===== src/rtl/magia_mesh_ctrl_pkg.sv =====
// Shared types and default strapping constants for the MAGIA mesh boot sequencer.
package magia_mesh_ctrl_pkg;

  typedef enum logic [2:0] {
    ST_IDLE,
    ST_ENABLE,
    ST_BOOT,
    ST_RUN,
    ST_DONE,
    ST_TIMEOUT
  } boot_seq_state_e;

  localparam logic [31:0] BOOT_BASE_DEF   = 32'hCC00_0000;
  localparam logic [31:0] BOOT_STRIDE_DEF = 32'h0001_0000;
  localparam logic [31:0] HARTID_BASE_DEF = 32'd0;

  function automatic logic [31:0] boot_addr(input int unsigned idx,
                                            input logic [31:0] base   = BOOT_BASE_DEF,
                                            input logic [31:0] stride = BOOT_STRIDE_DEF);
    return base + 32'(idx) * stride;
  endfunction

endpackage


===== src/rtl/magia_wu_pulse.sv =====
// Rising-edge detector on a wake-up request, qualified by an enable; one-cycle pulse out.
module magia_wu_pulse (
  input  logic clk_i,
  input  logic rst_i,
  input  logic en_i,
  input  logic req_i,
  output logic pulse_o
);

  logic r_req_q;

  always_ff @(posedge clk_i) begin
    if (rst_i) begin
      r_req_q <= 1'b0;
      pulse_o <= 1'b0;
    end else begin
      r_req_q <= req_i;
      pulse_o <= en_i & req_i & ~r_req_q;
    end
  end

endmodule


===== src/rtl/magia_mesh_boot_sequencer.sv =====
// Boot and run-control sequencer for N MAGIA tiles: staggered fetch enable,
// wake-up delivery, sleep-based completion and a watchdog.
module magia_mesh_boot_sequencer
  import magia_mesh_ctrl_pkg::*;
#(
  parameter int unsigned N_TILES      = 4,
  parameter int unsigned ENABLE_HOLD  = 4,
  parameter int unsigned STAGGER      = 8,
  parameter int unsigned SLEEP_STABLE = 16,
  parameter logic [31:0] BOOT_BASE    = BOOT_BASE_DEF,
  parameter logic [31:0] BOOT_STRIDE  = BOOT_STRIDE_DEF,
  parameter logic [31:0] HARTID_BASE  = HARTID_BASE_DEF
) (
  input  logic                  clk_i,
  input  logic                  rst_i,
  input  logic                  start_i,
  input  logic [N_TILES-1:0]    tile_mask_i,
  input  logic [31:0]           timeout_cycles_i,
  input  logic [N_TILES-1:0]    core_sleep_i,
  input  logic [N_TILES-1:0]    wu_req_i,
  output logic [N_TILES-1:0]    tile_enable_o,
  output logic [N_TILES-1:0]    fetch_enable_o,
  output logic [N_TILES-1:0]    wu_wfe_o,
  output logic [32*N_TILES-1:0] boot_addr_o,
  output logic [32*N_TILES-1:0] mhartid_o,
  output logic                  busy_o,
  output logic                  done_o,
  output logic                  timeout_o
);

  localparam int unsigned STG_W  = (STAGGER > 0) ? $clog2(STAGGER + 1) : 1;
  localparam int unsigned SLP_W  = $clog2(SLEEP_STABLE + 1);
  localparam int unsigned HOLD_W = $clog2(ENABLE_HOLD + 1);

  boot_seq_state_e    r_state;
  logic [N_TILES-1:0] r_mask;
  logic [HOLD_W-1:0]  r_hold;
  logic [STG_W-1:0]   r_stg;
  logic [SLP_W-1:0]   r_stable;
  logic [31:0]        r_wdog;

  logic [N_TILES-1:0] w_pending;
  logic [N_TILES-1:0] w_next_oh;
  logic [N_TILES-1:0] w_boot_set;
  logic [N_TILES-1:0] w_wu_en;
  logic               w_active;
  logic               w_all_sleep;
  logic               w_done_hit;
  logic               w_tmo_hit;

  // Lowest-index masked tile that has not been fetch-enabled yet.
  assign w_pending   = r_mask & ~fetch_enable_o;
  assign w_next_oh   = w_pending & (~w_pending + N_TILES'(1));
  assign w_boot_set  = (STAGGER == 0) ? w_pending : w_next_oh;

  assign w_active    = (r_state == ST_BOOT) || (r_state == ST_RUN);
  assign w_all_sleep = (core_sleep_i & r_mask) == r_mask;
  assign w_done_hit  = (r_state == ST_RUN) && w_all_sleep &&
                       (r_stable == SLP_W'(SLEEP_STABLE - 1));
  assign w_tmo_hit   = w_active && (timeout_cycles_i != 32'd0) &&
                       (r_wdog == timeout_cycles_i - 32'd1);

  // A pulse landing on the edge into DONE/TIMEOUT is suppressed.
  assign w_wu_en = fetch_enable_o & {N_TILES{w_active && !w_done_hit && !w_tmo_hit}};

  always_ff @(posedge clk_i) begin
    if (rst_i) begin
      r_state        <= ST_IDLE;
      r_mask         <= '0;
      r_hold         <= '0;
      r_stg          <= '0;
      r_stable       <= '0;
      r_wdog         <= '0;
      tile_enable_o  <= '0;
      fetch_enable_o <= '0;
      busy_o         <= 1'b0;
      done_o         <= 1'b0;
      timeout_o      <= 1'b0;
    end else begin
      if (w_active && (r_wdog != '1)) r_wdog <= r_wdog + 32'd1;
      case (r_state)
        ST_IDLE, ST_DONE, ST_TIMEOUT: begin
          if (start_i && (tile_mask_i != '0)) begin
            r_state        <= ST_ENABLE;
            r_mask         <= tile_mask_i;
            tile_enable_o  <= tile_mask_i;
            fetch_enable_o <= '0;
            r_hold         <= '0;
            busy_o         <= 1'b1;
            done_o         <= 1'b0;
            timeout_o      <= 1'b0;
          end
        end
        ST_ENABLE: begin
          if (r_hold == HOLD_W'(ENABLE_HOLD - 1)) begin
            r_state        <= ST_BOOT;
            fetch_enable_o <= w_boot_set;
            r_stg          <= '0;
            r_wdog         <= '0;
          end else begin
            r_hold <= r_hold + HOLD_W'(1);
          end
        end
        ST_BOOT: begin
          if (w_tmo_hit) begin
            r_state        <= ST_TIMEOUT;
            fetch_enable_o <= '0;
            busy_o         <= 1'b0;
            timeout_o      <= 1'b1;
          end else if (w_pending == '0) begin
            r_state  <= ST_RUN;
            r_stable <= '0;
          end else if (r_stg == STG_W'(STAGGER - 1)) begin
            fetch_enable_o <= fetch_enable_o | w_next_oh;
            r_stg          <= '0;
          end else begin
            r_stg <= r_stg + STG_W'(1);
          end
        end
        ST_RUN: begin
          if (w_done_hit) begin
            r_state        <= ST_DONE;
            fetch_enable_o <= '0;
            busy_o         <= 1'b0;
            done_o         <= 1'b1;
          end else if (w_tmo_hit) begin
            r_state        <= ST_TIMEOUT;
            fetch_enable_o <= '0;
            busy_o         <= 1'b0;
            timeout_o      <= 1'b1;
          end else if (w_all_sleep) begin
            r_stable <= r_stable + SLP_W'(1);
          end else begin
            r_stable <= '0;
          end
        end
        default: r_state <= ST_IDLE;
      endcase
    end
  end

  for (genvar gi = 0; gi < N_TILES; gi++) begin : g_tile
    assign boot_addr_o[32*gi +: 32] = boot_addr(gi, BOOT_BASE, BOOT_STRIDE);
    assign mhartid_o[32*gi +: 32]   = HARTID_BASE + 32'(gi);

    magia_wu_pulse u_wu_pulse (
      .clk_i   (clk_i),
      .rst_i   (rst_i),
      .en_i    (w_wu_en[gi]),
      .req_i   (wu_req_i[gi]),
      .pulse_o (wu_wfe_o[gi])
    );
  end

endmodule


===== config.mk =====
export PLATFORM = sky130hd
export DESIGN_NAME = magia_mesh_boot_sequencer
export DESIGN_NICKNAME = d
export VERILOG_FILES = /design/src/rtl/magia_mesh_ctrl_pkg.sv /design/src/rtl/magia_wu_pulse.sv /design/src/rtl/magia_mesh_boot_sequencer.sv
export SDC_FILE = /design/constraint.sdc
export NUM_CORES = 1
export LEC_CHECK = 0
export ABC_CLOCK_PERIOD_IN_PS = 4800
export CORE_MARGIN = 4
export CORE_UTILIZATION = 44
export DETAILED_ROUTE_END_ITERATION = 6
export MAX_ROUTING_LAYER = met4
export PLACE_DENSITY = 0.88
export SYNTH_ARGS = -nofsm -noshare
export SYNTH_HDL_FRONTEND = slang
export SYNTH_HIERARCHICAL = 1
export SYNTH_SLANG_ARGS = --single-unit

===== constraint.sdc =====
create_clock -name clk_i -period 4.8 [get_ports clk_i]
set_input_delay 0.48 -clock clk_i [delete_from_list [all_inputs] [get_ports clk_i]]
set_output_delay 0.48 -clock clk_i [all_outputs]
set_load 0.1 [all_outputs]

==> metrics <==
worst slew pin tran 1030 ps; fillers 1,330; register area 1320 um2; Crit path buffers/inverters 1; Critical Path, Cell by Cell clkdlybuf4s50_1 -> nor4_2 -> nand4b_2 -> or4_1 -> a22oi_1 -> nand4_1 -> a2111o_1 -> nor2_4 -> nor2_1 -> and2_1 -> and4bb_1; Gate Count Post-Synth 786; Setup TNS 0 ps; Overall Power 0.00241 W; DR vias/cell 4.71; postcts setup bufs 0; worst hold stages 2; H-tree depth 3; Clk pwr share 29.0%; largest cells by area after synthesis buf_4 (31%), dfxtp_1 (21%), xnor2_1 (5.0%); critical setup path kind in2reg; initial antenna violation count 0; hold_sp done_o$_SDFFE_PP0P_; final critical-path share of the clock period 82.1%; Clock Skews 6.36 ps; WL per Instance 13.0 um; initial core utilization 44.8%; port buffer count 61; Pwr Density 380 nW/um2; multi-input logic area 3780 um2; Layout Nets 899; CTS tree done; worst endpoint data arrival time 4150 ps; Post-DP HPWL 10,700 um; clk root buf clkbuf_16; DIE WIDTH 127 um; Critical Path Stages 11; layout cell share with drive strength beyond 1 4.59%; CTS sink cnt 66; DR WL met3 1220 um; die height 127 um; max cap viols 0; EDFF count, synth 0; number of global-route vias before repair 4,261; first-pass GRT wire length 20,200 um; Avg Inst Size Synth 7.87 um2; IO Count 318; async set-or-reset flop fraction in the synthesized netlist 0%; critical-path maximum fanout 19; top cell type's share of synthesized area 31.1%; M1 WL 4750 um; Core ar. 13,800 um2; critical path's slowest cell or4_1; via count 4,844; Hold Crit Class reg2reg; RSZ-0062 raised after global routing false; most area-hungry cell type in the Yosys netlist buf_4; Worst-path clk slew 50 ps; grt total ovfl 0; Layout Cells excl Fill 1,029; drt drc 0; Final Util 45.9%; Ant. Diodes 0; r2r worst-path depth 9; largest net degree at the start of global routing 34; FF-to-FF Start r_wdog[13]$_SDFF_PP0_; Net Sw Frac 53.7%; DRT Pass-1 Iters 5; FF+latch count, synth 66; yosys warns 6; Die ar. 16,000 um2; Tmin final 3940 ps; switching pwr 0.00129 W; WHS 465 ps; Req. time, crit path 5020 ps; sequential share of power 24.0%; Leakage 2.63 nW; Antenna Nets Post-Route 0; final number of max-transition violations 0; synth unique cells 71; Post-Place Cells 1,013; Internal Power 0.00112 W; CP max stage delay 600 ps; wire length on met2 7050 um; Comb pwr share 47.0%; Setup crit end kind flip-flop; Mapped Area 6190 um2; GR Util All Layers 15.4%; CP Launch Point timeout_cycles_i[4]; CTS resizes 0; top_reg_cell synth dfxtp_1; Placer Congestion 1.00; max_slew headroom 31.2%; Startpoint Class input port; delay-heaviest family, CP simple AND/OR/NAND/NOR gates; # setup viols final 0; highest metal used met4; area added between synthesis and finish 2.47%; Routed WL 13,300 um; 1st-iter DRT viols 284; status finished, final reports clean; clock buffer depth 2; sequential fraction of the synthesis area 21.4%; Worst VDD drop 282 uV; CTS Hold Bufs 0; worst skew pair latency 330 ps; Row Count 43; number of CTS-inserted buffers 9; Final Hold Viols 0; FMAX 254 MHz
==> layout by cell type, fill, tap and decap left out, types with 3 or more instances in the layout <==
cell,instances
dfxtp_1,66
clkbuf_16,9
o31ai_1,10
a32o_1,3
a21oi_1,24
nand3b_1,5
and3_1,7
conb_1,256
inv_1,12
a22oi_1,5
a31oi_1,5
clkdlybuf4s50_1,61
nand4b_1,3
ha_1,8
nor3_1,19
or4_1,10
nor4_1,10
nand3_1,24
or4_2,4
and2_1,7
nor3b_1,5
or3_1,9
nand4_1,15
xor2_1,33
nand2_1,43
nand2b_1,13
nor2b_1,10
xnor2_1,35
and2b_1,4
o2111ai_1,3
buf_4,5
and4bb_1,4
o21ai_0,10
nor2_1,62
and4_1,3
==> layer usage <==
layer	track usage [%]	vias to the layer above
met5	-	-
met4	4.48	0
met3	3.12	29
met2	28.1	274
met1	17.0	2239
li1	-	2302
==> power by group through the flow <==
stage	Clock (W)	Sequential [W]	Combinational (W)
2_1_floorplan	0	0.000626	0.00115
3_3_place_gp	0	0.000590	0.00112
3_5_place_dp	0	0.000590	0.00112
4_1_cts	0.000707	0.000578	0.00112
5_1_grt	0.000739	0.000581	0.00116
6_report	0.000698	0.000579	0.00113
==> registers in the layout, summed over array words and instances (netlist names) <==
name                       flops
r_wdog                        32
r_stable                       5
fetch_enable_o                 4
g_tile.u_wu_pulse/pulse_o      4
g_tile.u_wu_pulse/r_req_q      4
r_mask                         4
r_stg                          4
r_hold                         3
r_state                        3
busy_o                         1
done_o                         1
timeout_o                      1
==> synthesized netlist by cell type (4+ instances only) <==
| cell type | number |
|---|---|
| buf_4 | 256 |
| dfxtp_1 | 66 |
| nor2_1 | 62 |
| nand2_1 | 43 |
| xnor2_1 | 35 |
| xor2_1 | 33 |
| a21oi_1 | 24 |
| nand3_1 | 24 |
| nor3_1 | 19 |
| clkbuf_1 | 16 |
| nand4_1 | 15 |
| nand2b_1 | 13 |
| inv_1 | 12 |
| nor2b_1 | 10 |
| nor4_1 | 10 |
| o21ai_0 | 10 |
| o31ai_1 | 10 |
| or4_1 | 10 |
| or3_1 | 9 |
| ha_1 | 8 |
| and2_1 | 7 |
| and3_1 | 7 |
| a22oi_1 | 5 |
| a31oi_1 | 5 |
| nand3b_1 | 5 |
| nor3b_1 | 5 |
| and2b_1 | 4 |
| and4bb_1 | 4 |
| or4_2 | 4 |
==> worst paths after layout <==
path	endpoint	slack, ps
max	g_tile[3].u_wu_pulse/pulse_o$_SDFF_PP0_	860
min	done_o$_SDFFE_PP0P_	470
max reg2reg	r_wdog[8]$_SDFF_PP0_	1620
min reg2reg	done_o$_SDFFE_PP0P_	470
==> kinds of logic (layout without fill, tap and decap cells) <==
group / Yosys count / count (layout) / share of synthesized area [%]
buffers and inverters: 286 / 95 / 33.0
and+or+nand+nor: 270 / 270 / 24.3
AOI/OAI and AO/OA: 83 / 83 / 9.52
xor gates and xnor gates: 68 / 68 / 9.62
DFF: 66 / 66 / 21.4
adders and majority gates: 8 / 8 / 1.62
muxes: 3 / 3 / 0.505
other: 2 / 256 / 0.121
==> area by class of cell <==
type | instances | area share, %
inverter | 13 | 0.770
multi-input combinational | 688 | 59.6
tap | 180 | 3.55
clock inverter | 6 | 1.42
sequential | 66 | 20.8
timing repair buffer | 66 | 10.2
clock buffer | 10 | 3.61
==> tightest hold or removal path, stage by stage (launching register included) <==
cell	delay, ps
dfxtp_1	310
nand2_1	50
a21oi_1	60
==> stage by stage <==
stage | setup slack (ps) | instance area, um2
after floorplan | 1610 | 7140
after global placement | 661 | 6020
after detailed placement | 545 | 6020
after CTS | 893 | 6340
after global routing | 667 | 6340
final | 862 | 6340
Power figures use the tool's default switching activity.
